`src/rtl/decode_stage.sv`:
```
// decode_stage: registered multi-lane instruction decoder with a one-entry skid buffer.
//
// The file starts with the instruction and micro-op type packages (instr_pkg, uop_pkg).
// The decode_stage module follows them.
//
// Ports:
//   clk, rst          single clock; synchronous active-high reset
//   flush             drops every held bundle and the bundle offered in the same cycle
//   in_valid/in_ready input bundle handshake; in_ready comes straight from a flop
//   in_lane_valid     per-lane valid mask of the incoming bundle
//   in_enc            LANES x 32-bit encodings, lane 0 in the LSBs
//   out_valid/out_ready output bundle handshake
//   out_lane_valid    per-lane valid after exception truncation
//   out_dec           LANES x uop_pkg::dec_t, lane 0 in the LSBs
//   fault_cnt         saturating count of accepted bundles that hold a decode fault
//
// Optional feature: defining DECODE_STAGE_ONEHOT_FU_EN adds the out_fu_mask port.
// It carries a per-lane one-hot {NONE, INTALU, rsvd, rsvd} vector, registered alongside out_dec.

package instr_pkg;
  localparam logic [6:0] OP_ARITHI = 7'h13;
  localparam logic [6:0] OP_ARITH  = 7'h33;

  typedef struct packed {
    logic [6:0] funct7;
    logic [4:0] rs2;
    logic [4:0] rs1;
    logic [2:0] funct3;
    logic [4:0] rd;
    logic [6:0] opcode;
  } enc_t;
endpackage

package uop_pkg;
  typedef enum logic {EX_NONE = 1'b0, EX_DECODE = 1'b1} ex_e;
  typedef enum logic [1:0] {FU_NONE = 2'd0, FU_INTALU = 2'd1} fu_e;
  typedef enum logic [2:0] {
    ALU_ADD, ALU_SUB, ALU_OR, ALU_AND, ALU_XOR, ALU_SHL, ALU_SHR, ALU_SHRA
  } alu_op_e;

  typedef struct packed {
    ex_e         ex;
    fu_e         fu;
    alu_op_e     op;
    logic [4:0]  rd;
    logic [4:0]  rs1;
    logic [4:0]  rs2;
    logic        imm_valid;
    logic [31:0] imm;
  } dec_t;
endpackage

module decode_stage #(
  parameter int unsigned LANES = 2,
  parameter int unsigned CNT_W = 16
) (
  input  logic                                  clk,
  input  logic                                  rst,
  input  logic                                  flush,
  input  logic                                  in_valid,
  output logic                                  in_ready,
  input  logic [LANES-1:0]                      in_lane_valid,
  input  logic [LANES*32-1:0]                   in_enc,
  output logic                                  out_valid,
  input  logic                                  out_ready,
  output logic [LANES-1:0]                      out_lane_valid,
  output logic [LANES*$bits(uop_pkg::dec_t)-1:0] out_dec,
`ifdef DECODE_STAGE_ONEHOT_FU_EN
  output logic [LANES*4-1:0]                    out_fu_mask,
`endif
  output logic [CNT_W-1:0]                      fault_cnt
);

  import uop_pkg::*;

  localparam int unsigned DecW = $bits(dec_t);

  function automatic dec_t decode_lane(instr_pkg::enc_t enc);
    dec_t d;
    d = '0;
    if (enc.opcode == instr_pkg::OP_ARITH || enc.opcode == instr_pkg::OP_ARITHI) begin
      d.fu  = FU_INTALU;
      d.op  = alu_op_e'(enc.funct3);
      d.rd  = enc.rd;
      d.rs1 = enc.rs1;
      if (enc.opcode == instr_pkg::OP_ARITHI) begin
        d.imm_valid = 1'b1;
        // The I-immediate occupies the funct7/rs2 bit positions.
        d.imm       = {{20{enc.funct7[6]}}, enc.funct7, enc.rs2};
      end else begin
        d.rs2 = enc.rs2;
      end
    end else begin
      d.ex = EX_DECODE;
    end
    return d;
  endfunction

  // Per-lane decode and truncation behind the first faulting lane
  dec_t                    lane_dec [LANES];
  logic [LANES-1:0]        new_lv;
  logic [LANES*DecW-1:0]   new_dec;
  logic                    new_fault;

  always_comb begin
    for (int i = 0; i < LANES; i++) begin
      lane_dec[i] = decode_lane(in_enc[i*32 +: 32]);
    end
  end

  always_comb begin
    new_lv    = '0;
    new_dec   = '0;
    new_fault = 1'b0;
    for (int i = 0; i < LANES; i++) begin
      // The faulting lane itself stays valid; everything above it is dropped.
      if (in_lane_valid[i] && !new_fault) begin
        new_lv[i]              = 1'b1;
        new_dec[i*DecW +: DecW] = lane_dec[i];
        if (lane_dec[i].ex == EX_DECODE) begin
          new_fault = 1'b1;
        end
      end
    end
  end

`ifdef DECODE_STAGE_ONEHOT_FU_EN
  logic [LANES*4-1:0] new_mask;
  logic [LANES*4-1:0] out_mask_q, out_mask_d, skid_mask_q, skid_mask_d;

  always_comb begin
    new_mask = '0;
    for (int i = 0; i < LANES; i++) begin
      if (new_lv[i]) begin
        if (lane_dec[i].fu == FU_NONE) begin
          new_mask[i*4 +: 4] = 4'b1000;
        end else if (lane_dec[i].fu == FU_INTALU) begin
          new_mask[i*4 +: 4] = 4'b0100;
        end
      end
    end
  end

  assign out_fu_mask = out_mask_q;
`endif

  // Output register plus one skid entry
  logic                  out_valid_q, out_valid_d;
  logic [LANES-1:0]      out_lv_q, out_lv_d;
  logic [LANES*DecW-1:0] out_dec_q, out_dec_d;
  logic                  skid_full_q, skid_full_d;
  logic [LANES-1:0]      skid_lv_q, skid_lv_d;
  logic [LANES*DecW-1:0] skid_dec_q, skid_dec_d;
  logic [CNT_W-1:0]      cnt_q, cnt_d;

  logic in_fire, load, take;

  assign in_ready = !skid_full_q;
  assign in_fire  = in_valid && in_ready && !flush;
  // Bundles with no valid lane are accepted but never stored.
  assign load     = in_fire && (|in_lane_valid);
  assign take     = out_valid_q && out_ready;

  always_comb begin
    out_valid_d = out_valid_q;
    out_lv_d    = out_lv_q;
    out_dec_d   = out_dec_q;
    skid_full_d = skid_full_q;
    skid_lv_d   = skid_lv_q;
    skid_dec_d  = skid_dec_q;
    cnt_d       = cnt_q;
`ifdef DECODE_STAGE_ONEHOT_FU_EN
    out_mask_d  = out_mask_q;
    skid_mask_d = skid_mask_q;
`endif
    if (flush) begin
      out_valid_d = 1'b0;
      out_lv_d    = '0;
      skid_full_d = 1'b0;
    end else begin
      if (take) begin
        if (skid_full_q) begin
          out_lv_d    = skid_lv_q;
          out_dec_d   = skid_dec_q;
          skid_full_d = 1'b0;
`ifdef DECODE_STAGE_ONEHOT_FU_EN
          out_mask_d  = skid_mask_q;
`endif
        end else if (load) begin
          out_lv_d   = new_lv;
          out_dec_d  = new_dec;
`ifdef DECODE_STAGE_ONEHOT_FU_EN
          out_mask_d = new_mask;
`endif
        end else begin
          out_valid_d = 1'b0;
          out_lv_d    = '0;
        end
      end else if (load) begin
        if (!out_valid_q) begin
          out_valid_d = 1'b1;
          out_lv_d    = new_lv;
          out_dec_d   = new_dec;
`ifdef DECODE_STAGE_ONEHOT_FU_EN
          out_mask_d  = new_mask;
`endif
        end else begin
          skid_full_d = 1'b1;
          skid_lv_d   = new_lv;
          skid_dec_d  = new_dec;
`ifdef DECODE_STAGE_ONEHOT_FU_EN
          skid_mask_d = new_mask;
`endif
        end
      end
      if (in_fire && new_fault && (cnt_q != {CNT_W{1'b1}})) begin
        cnt_d = cnt_q + CNT_W'(1);
      end
    end
  end

  always_ff @(posedge clk) begin
    if (rst) begin
      out_valid_q <= 1'b0;
      out_lv_q    <= '0;
      out_dec_q   <= '0;
      skid_full_q <= 1'b0;
      skid_lv_q   <= '0;
      skid_dec_q  <= '0;
      cnt_q       <= '0;
`ifdef DECODE_STAGE_ONEHOT_FU_EN
      out_mask_q  <= '0;
      skid_mask_q <= '0;
`endif
    end else begin
      out_valid_q <= out_valid_d;
      out_lv_q    <= out_lv_d;
      out_dec_q   <= out_dec_d;
      skid_full_q <= skid_full_d;
      skid_lv_q   <= skid_lv_d;
      skid_dec_q  <= skid_dec_d;
      cnt_q       <= cnt_d;
`ifdef DECODE_STAGE_ONEHOT_FU_EN
      out_mask_q  <= out_mask_d;
      skid_mask_q <= skid_mask_d;
`endif
    end
  end

  assign out_valid      = out_valid_q;
  assign out_lane_valid = out_lv_q;
  assign out_dec        = out_dec_q;
  assign fault_cnt      = cnt_q;

endmodule

```
`config.mk`:
```
export PLATFORM = sky130hd
export DESIGN_NAME = decode_stage
export DESIGN_NICKNAME = d
export VERILOG_FILES = /design/src/rtl/decode_stage.sv
export SDC_FILE = /design/constraint.sdc
export NUM_CORES = 1
export LEC_CHECK = 0
export BUFFER_PORTS_ARGS = -buffer_cell sky130_fd_sc_hd__clkbuf_2
export CORE_AREA = 8 8 158 145
export DETAILED_ROUTE_END_ITERATION = 8
export DIE_AREA = 0 0 166 153
export GPL_TIMING_DRIVEN = 0
export PLACE_DENSITY_LB_ADDON = 0.05
export SLEW_MARGIN = 10
export SYNTH_ARGS = -nofsm -noshare
export SYNTH_HDL_FRONTEND = slang
export SYNTH_SLANG_ARGS = --single-unit
```
`constraint.sdc`:
```
create_clock -name clk -period 2 [get_ports clk]
set_input_delay 0.4 -clock clk [delete_from_list [all_inputs] [get_ports clk]]
set_output_delay 0.4 -clock clk [all_outputs]
set_load 0.005 [all_outputs]
```
== Word level (Yosys, flattened, before mapping) ==
Cells that the tools add are included.
Cells by class
  bitwise operators: 2
  eq/ne operators: 8
  reductions and logical operators: 23
  muxes and demuxes: 29
  add/sub/neg operators: 1
Operators with widths (number)
  $mux W108: 5
  $mux W54: 2
  $mux W52: 2
  $mux W33: 2
  $add A16 B1 Y16 const B: 1
  $ne A16 B16 Y1 const B: 1
  $eq A7 B5 Y1 const B: 2
  $eq A7 B6 Y1 const B: 2
  $mux W1: 11
  $mux W2: 5
  $mux W5: 2
  $reduce_and A4 Y1: 2
  $logic_and A1 B1 Y1: 7
  $reduce_and A2 Y1: 3
  $ne A2 B2 Y1 const B: 2
  $reduce_bool A2 Y1: 2
  $reduce_or A2 Y1: 2
  $logic_not A1 Y1: 3
  $reduce_and A3 Y1: 1
  $reduce_or A3 Y1: 1
  $logic_or A1 B1 Y1: 2
  $ne A2 B1 Y1 const B: 1
  $not A1 Y1: 2
Storage, ports and cells
  register bits: 238
  output and inout port bits: 128

== Depth between registers and ports, before layout ==
Gate-level depths: netlist of run 1.
  depth after elaboration: 10
  gate-level depth with buffers: 8
  depth with buffers taken out: 6

== Least setup slack after synthesis of run 1 ==
OpenSTA, ideal clock, no wires.
  path kind: in2reg
  start point: input port flush
  end point: register out_dec_q[42], in the netlist out_dec[42]
  cell stages on the path: 8
  arrival: 1779 ps
  buffers on the path: 3
  setup time: 136 ps
  data required time: 1864 ps
  path slack: 86 ps
  cell sequence: buf_2 > nor3b_4 > o21ai_2 > a211o_1 > buf_4 > clkbuf_1 > a21oi_1 > a211oi_1
On the way
  cells in the longest elaborated chain, start to end: 5
  elaborated cells on any way between the ends: 7
  classes of those cells: bitwise: 1; reduce/logical: 6
Ends and longest elaborated chain
  start: declaration: line 59  | input logic flush,
  $logic_not A1 Y1: line 159  | assign in_fire = in_valid && in_ready && !flush;
  $logic_and A1 B1 Y1: line 159
  $logic_and A1 B1 Y1: line 161  | assign load = in_fire && (|in_lane_valid);
  $reduce_bool A2 Y1 (no source line)
  $reduce_and A4 Y1 (no source line) (*)
  end signal: assignment: line 238  | out_dec_q <= out_dec_d;
  end: declaration: line 150  | logic [LANES*DecW-1:0] out_dec_q, out_dec_d;
Every way passes the cells marked *; elsewhere a longest branch is shown, timed or not.
A chain may end at the register's enable or synchronous reset.

== Worst setup path in the final report of run 1 ==
  start point: register cnt_q[0], in the netlist fault_cnt[0]
  end point: register cnt_q[11], in the netlist fault_cnt[11]
On the way
  cells in the longest elaborated chain, start to end: 3
  elaborated cells on any way between the ends: 4
  classes of those cells: add/sub: 1; eq/ne: 1; reduce/logical: 2
Ends and longest elaborated chain
  start: declaration: line 154  | logic [CNT_W-1:0] cnt_q, cnt_d;
  start signal: assignment: line 242  | cnt_q <= cnt_d;
  parallel branches: the longest is 3 deep, another holds $add A16 B1 Y16
Parallel ways; which one is timed is not known.

==> impl_metrics.py, run 1 <==
metrics = {
    "status": {
        "run_status": "complete, no violations",
    },
    "placed_design": {
        "io_buffer_count": 192,
        "dp.final_hpwl_um": 18100,
        "globalplace.congestion": 0.787,
        "pre_cts_ws_ps": -402,
    },
    "sta": {
        "tightest_slew_ps": 728,
        "finalHoldViolCount": 0,
        "setup_tns_ps": 0,
        "skew_ps": 8.53,
        "layout_setup_ws_ps": 73.7,
        "slew_headroom": 0.514,
        "final.period_utilization": 0.963,
        "rsz0062_at_grt": "yes",
        "setup_viol": 0,
        "slew_viol_final": 0,
        "layout_min_cycle_time_ps": 1930,
        "max_freq_mhz": 519,
    },
    "clock_tree": {
        "ctsHoldBuffers": 0,
        "cts_buffers": 17,
        "root_buffer": "clkbuf_16",
        "cts_tree": "yes",
        "cts_sinks": 154,
        "insertion_delay_ps": 440,
        "path_clk_slew_ps": 60,
        "htree_levels": 4,
        "cts.path.max_buffers": 2,
    },
    "min_path": {
        "hp-class": "in2reg",
        "hold-path-cell-count": 3,
        "hold_end": "skid_dec_q[47]",
        "min_from": "in_enc[11]",
    },
    "routing": {
        "dr_wl_met3_um": 1290,
        "drc_errors": 0,
        "top_layer": "met4",
        "drtIter0Drc": 380,
        "dr.pass1.iters": 7,
        "ant_nets": 0,
        "route.vias.total": 6785,
        "wl_um": 24800,
        "dr_wl_met2_um": 11600,
        "wire_per_inst_um": 18.9,
        "viasPerCell": 5.16,
        "wl_met1_um": 11600,
    },
    "yosys": {
        "syn_avg_cell_area_um2": 8.54,
        "yosys.area.top_type_share": 0.444,
        "synth_area_leaders": "dfxtp_1 (44%), a21oi_1 (7.1%), a221oi_2 (6.5%), nand3_1 (5.3%), buf_4 (5.1%)",
        "ys_seq_area_frac": 0.444,
        "yosysMostFrequentCell": "dfxtp_1",
        "async_flop_share": 0,
        "synth_commonest_cells": "dfxtp_1 (154), a21oi_1 (98), nor2_1 (90)",
        "yosys.cell_types.count": 52,
        "synth_edf_count": 0,
        "synthCells": 813,
        "synth_top_cell_by_area": "dfxtp_1",
        "yosys_warnings": 0,
        "ys_ff_latch": 154,
        "netlist_area_mm2": 0.00694,
        "ys_dominant_reg_cell": "dfxtp_1",
    },
    "layout": {
        "final_core_util": 0.449,
        "fillCellCount": 2066,
        "area_growth_pct": 31.6,
        "layout-drive-gt1-share": 0.368,
        "fin_nets": 1114,
        "diodes": 0,
    },
    "pwr": {
        "sw_frac_of_total": 0.249,
        "p_int_uw": 5320,
        "p_seq_frac": 0.450,
        "peakVddDrop_v": 0.000509,
        "power_density_mw_per_mm2": 774,
        "switching_power_uw": 1760,
        "p_clk_frac": 0.461,
        "combPwrFrac": 0.090,
        "power_leakage_uw": 0.00376,
        "power_uw": 7070,
    },
    "setup_path": {
        "path_buf_inv": 2,
        "cpPeakStageDelay_ps": 480,
        "path_delay_family": "simple AND/OR/NAND/NOR gates",
        "end_kind": "flop",
        "reg2reg_depth": 8,
        "worstReg2RegEnd": "fault_cnt[11]",
        "start_kind": "flop",
        "crit_required_ps": 2370,
        "rr_startpoint": "fault_cnt[0]",
        "critPathArrivalTime_ps": 2290,
        "crit_path_cell_trace": "ha_4, nand4_1, buf_4, nor4_4, a211o_1, buf_4, or4_4, a21oi_2",
        "r2r_setup_slack_ps": 70,
        "critPathKind": "reg2reg",
        "cpMaxStageDelayCell": "or4_4",
        "crit_fanout": 5,
        "cp_common_cell": "buf_4",
    },
    "grt": {
        "overflow": 0,
        "grt_pass1_wl_um": 38500,
        "first_global_vias": 6635,
        "grtUsageTotal": 0.191,
        "grt_max_degree": 23,
        "antenna_found_initial": 0,
    },
    "floorplanning": {
        "pin_count": 199,
        "coreArea_mm2": 0.0203,
        "fp.dieArea_mm2": 0.0254,
        "num_rows": 50,
        "start_util": 0.341,
        "fp.dieW_um": 166,
        "die_h_um": 153,
    },
    "flow_run": {
        "max_cap_viol_count": 0,
    },
}
registers in the layout, summed over array words and instances (netlist names):
name            cells
out_lane_valid      2
skid_lv_q           2
skid_dec_q         66
skid_full_q         1
out_valid           1
out_dec            66
fault_cnt          16
metrics by stage:
stage	cell area [um^2]	hold slack (ps)	instances
after floorplan	6940	432	814
after global placement	8230	441	1266
after detailed placement	8230	444	1266
after CTS	8950	199	1307
after global routing	9140	199	1315
final	9140	209	1315
final cells by class:
| type | count | area (um^2) | area share |
|---|---|---|---|
| clock buffers | 22 | 464 | 0.0508 |
| flip-flops and latches | 154 | 3100 | 0.339 |
| repair buffers | 210 | 1100 | 0.120 |
| plain buffers | 113 | 729 | 0.0799 |
| clock inverters | 10 | 119 | 0.0130 |
| inverters | 6 | 22.5 | 0.00247 |
| multi-input cells | 540 | 3280 | 0.359 |
| well taps | 260 | 325 | 0.0356 |
power by group through the flow:
stage | Clock, uW | Combinational, uW | Sequential (uW)
global route | 3430 | 694 | 3190
finish | 3260 | 635 | 3180
detailed placement | 0 | 618 | 3250
floorplan | 0 | 304 | 3250
global placement | 0 | 620 | 3250
CTS | 3310 | 630 | 3180
tightest hold or removal path: stages:
cell and delay, ps:
clkbuf_2 90, nand3_1 60, a21oi_1 50
worst max-delay path by stage:
stage	cells after the start	to	start
6_report	8	fault_cnt[11]	fault_cnt[0]
5_1_grt	8	fault_cnt[11]	fault_cnt[0]
4_1_cts	7	fault_cnt[12]	fault_cnt[0]
3_5_place_dp	4	skid_dec_q[9]	rst
3_3_place_gp	4	skid_dec_q[5]	rst
2_1_floorplan	8	out_dec[42]	flush
cell usage in the layout, fill, tap and decap left out, types with 3 or more instances in the layout:
| cell | count |
|---|---|
| nor2_1 | 90 |
| a211oi_1 | 29 |
| or3_1 | 8 |
| o21ai_0 | 10 |
| clkinvlp_4 | 3 |
| buf_4 | 64 |
| nor2b_1 | 3 |
| dfxtp_1 | 148 |
| clkbuf_2 | 201 |
| buf_2 | 13 |
| clkbuf_4 | 7 |
| o31ai_1 | 5 |
| nand3_1 | 72 |
| a221oi_2 | 30 |
| nand2_1 | 71 |
| nor3_1 | 41 |
| a21oi_1 | 95 |
| a211oi_2 | 3 |
| clkbuf_1 | 30 |
| nand4b_1 | 3 |
| clkbuf_16 | 17 |
| a22oi_1 | 14 |
| nand4_1 | 14 |
| or4_1 | 4 |
| buf_6 | 8 |
| dfxtp_2 | 4 |
| inv_1 | 6 |
| a21oi_2 | 3 |
| a221oi_1 | 4 |
| clkinv_4 | 3 |
logic make-up after synthesis:
kind of cell,share of synthesized area
xor+xnor,0.00126
fa+ha+maj,0.00180
compound gates,0.226
other cells,0.000540
simple gates,0.225
mux,0.00162
buf+inv,0.100
flops,0.444
repair_timing:
item / 4_1_cts / 5_1_grt
endpoints found under the setup margin: 108 / 155
gates resized for setup: 23 / 44
setup buffers: 9 / 9
pin swaps: 7 / 7
metal layers:
metal,up-vias,GRT usage
met5,-,0
li1,3356,-
met4,0,0.0593
met3,23,0.0471
met2,185,0.308
met1,3221,0.246
No activity file was read; power rests on OpenSTA's default activity.
==> run 2, diff against run 1 <==
--- a/config.mk
+++ b/config.mk
@@ -6,9 +6,9 @@
 export NUM_CORES = 1
 export LEC_CHECK = 0
 export BUFFER_PORTS_ARGS = -buffer_cell sky130_fd_sc_hd__clkbuf_2
-export CORE_AREA = 8 8 158 145
+export CORE_AREA = 8 8 150 138
 export DETAILED_ROUTE_END_ITERATION = 8
-export DIE_AREA = 0 0 166 153
+export DIE_AREA = 0 0 158 146
 export GPL_TIMING_DRIVEN = 0
 export PLACE_DENSITY_LB_ADDON = 0.05
 export SLEW_MARGIN = 10
==> run 2 against run 1 <==
Clock power is 4% higher. Via count is essentially flat. Routed wire length decreased by 4.2%. Worst hold slack improved by 18 ps. Sequential power about the same. Combinational power barely moved. Clock skew about the same. First-iteration DRC count grew 15%. Sequential cell count stayed put. Worst setup slack got worse by 16 ps. Register-to-register slack worse by 20 ps.
==> impl_metrics.py, run 2 (synthesis results as in run 1) <==
metrics = {
    "layout": {
        "diodes": 0,
        "layout.cells.non_filler": 1299,
        "area_growth_pct": 32.3,
        "finalInstanceArea_mm2": 0.00918,
        "final_core_util": 0.507,
        "layout-drive-gt1-share": 0.368,
        "fin_nets": 1113,
        "final_common_cell": "clkbuf_2",
        "layout_common_cells": "clkbuf_2 (198), dfxtp_1 (146), a21oi_1 (95), nor2_1 (90), nand3_1 (73)",
    },
    "floorplanning": {
        "start_util": 0.383,
        "die_h_um": 146,
        "fp.dieW_um": 158,
        "fp.dieArea_mm2": 0.0231,
        "num_rows": 47,
        "pin_count": 199,
        "coreArea_mm2": 0.0181,
    },
    "grt": {
        "antenna_found_initial": 0,
        "grt_max_degree": 23,
        "first_global_vias": 6549,
        "overflow": 0,
        "grt_pass1_wl_um": 36900,
        "grtUsageTotal": 0.204,
    },
    "routing": {
        "wl_um": 23800,
        "drtIter0Drc": 437,
        "wire_per_inst_um": 18.3,
        "dr.pass1.iters": 5,
        "viasPerCell": 5.22,
        "drc_errors": 0,
        "route.vias.total": 6781,
        "ant_nets": 0,
    },
    "min_path": {
        "hp-class": "in2reg",
        "hold-path-cell-count": 3,
        "min_from": "in_enc[12]",
    },
    "placed_design": {
        "place_area_mm2": 0.00821,
        "io_buffer_count": 192,
        "dp.final_hpwl_um": 17300,
        "globalplace.congestion": 0.793,
        "pre_cts_ws_ps": -351,
        "placed_cells": 1251,
    },
    "clock_tree": {
        "cts_buffers": 17,
        "cts.path.max_buffers": 2,
        "path_clk_slew_ps": 60,
        "insertion_delay_ps": 430,
        "cts_sinks": 154,
        "root_buffer": "clkbuf_16",
        "htree_levels": 4,
        "ctsHoldBuffers": 0,
        "cts_tree": "yes",
    },
    "sta": {
        "skew_ps": 8.28,
        "final.period_utilization": 0.971,
        "slew_viol_final": 0,
        "finalHoldViolCount": 0,
        "slew_headroom": 0.528,
        "max_freq_mhz": 515,
        "setup_viol": 0,
        "layout_min_cycle_time_ps": 1940,
        "rsz0062_at_grt": "yes",
        "layout_setup_ws_ps": 57.4,
        "setup_tns_ps": 0,
        "tightest_slew_ps": 705,
    },
    "setup_path": {
        "end_kind": "flop",
        "reg2reg_depth": 7,
        "crit_fanout": 10,
        "start_kind": "flop",
        "critPathKind": "reg2reg",
        "crit_required_ps": 2280,
        "rr_startpoint": "skid_full_q",
        "crit_start": "skid_full_q",
        "critPathArrivalTime_ps": 2220,
    },
    "status": {
        "run_status": "complete, no violations",
    },
    "pwr": {
        "peakVddDrop_v": 0.000598,
        "power_density_mw_per_mm2": 784,
        "power_leakage_uw": 0.00377,
    },
    "flow_run": {
        "max_cap_viol_count": 0,
    },
}
## run 2: path summary, 6_finish.rpt
check,slack [ps],endpoint
min reg2reg,450,skid_dec_q[88]
max,60,out_dec[101]
min,230,skid_dec_q[48]
max reg2reg,60,out_dec[101]
## run 2: final cells by class
class                      instances  area (um^2)
fill                            1862         8930
multi-input combinational        540         3270
timing repair buffer             209         1130
clock inverter                    10          141
inverter                           6         22.5
tap                              245          307
sequential                       154         3100
clock buffer                      22          474
buffer                           113          742
## run 2: what timing repair did
action	in CTS	in global routing
gates resized for setup	19	60
buffers inserted	9	7
pin swaps	5	8
endpoints found under the setup margin	108	129
cloned	0	1
## run 2: per-stage QoR
step	power (uW)	hold slack (ps)
after global routing	7460	223
after CTS	7250	211
after floorplan	3550	432
after detailed placement	3860	444
after global placement	3860	441
final	7200	228
## run 2: metal layers
metal | global-route usage | routed length, um | vias to the layer above
li1 | - | - | 3345
met5 | 0 | 0 | -
met2 | 0.316 | 10900 | 197
met3 | 0.0514 | 1560 | 25
met4 | 0.0547 | 371 | 0
met1 | 0.274 | 11000 | 3214
## run 2: power by group
part	internal, uW	switching, uW
Sequential	3130	49.5
Clock	2060	1320
Combinational	285	352
## run 2: worst max-delay path: stages, from the launching register on
cell	delay (ps)
dfxtp_4	380
nor3b_4	300
o21ai_4	140
a211o_4	380
buf_8	150
buf_8	150
a221oi_4	220
nor3_1	80
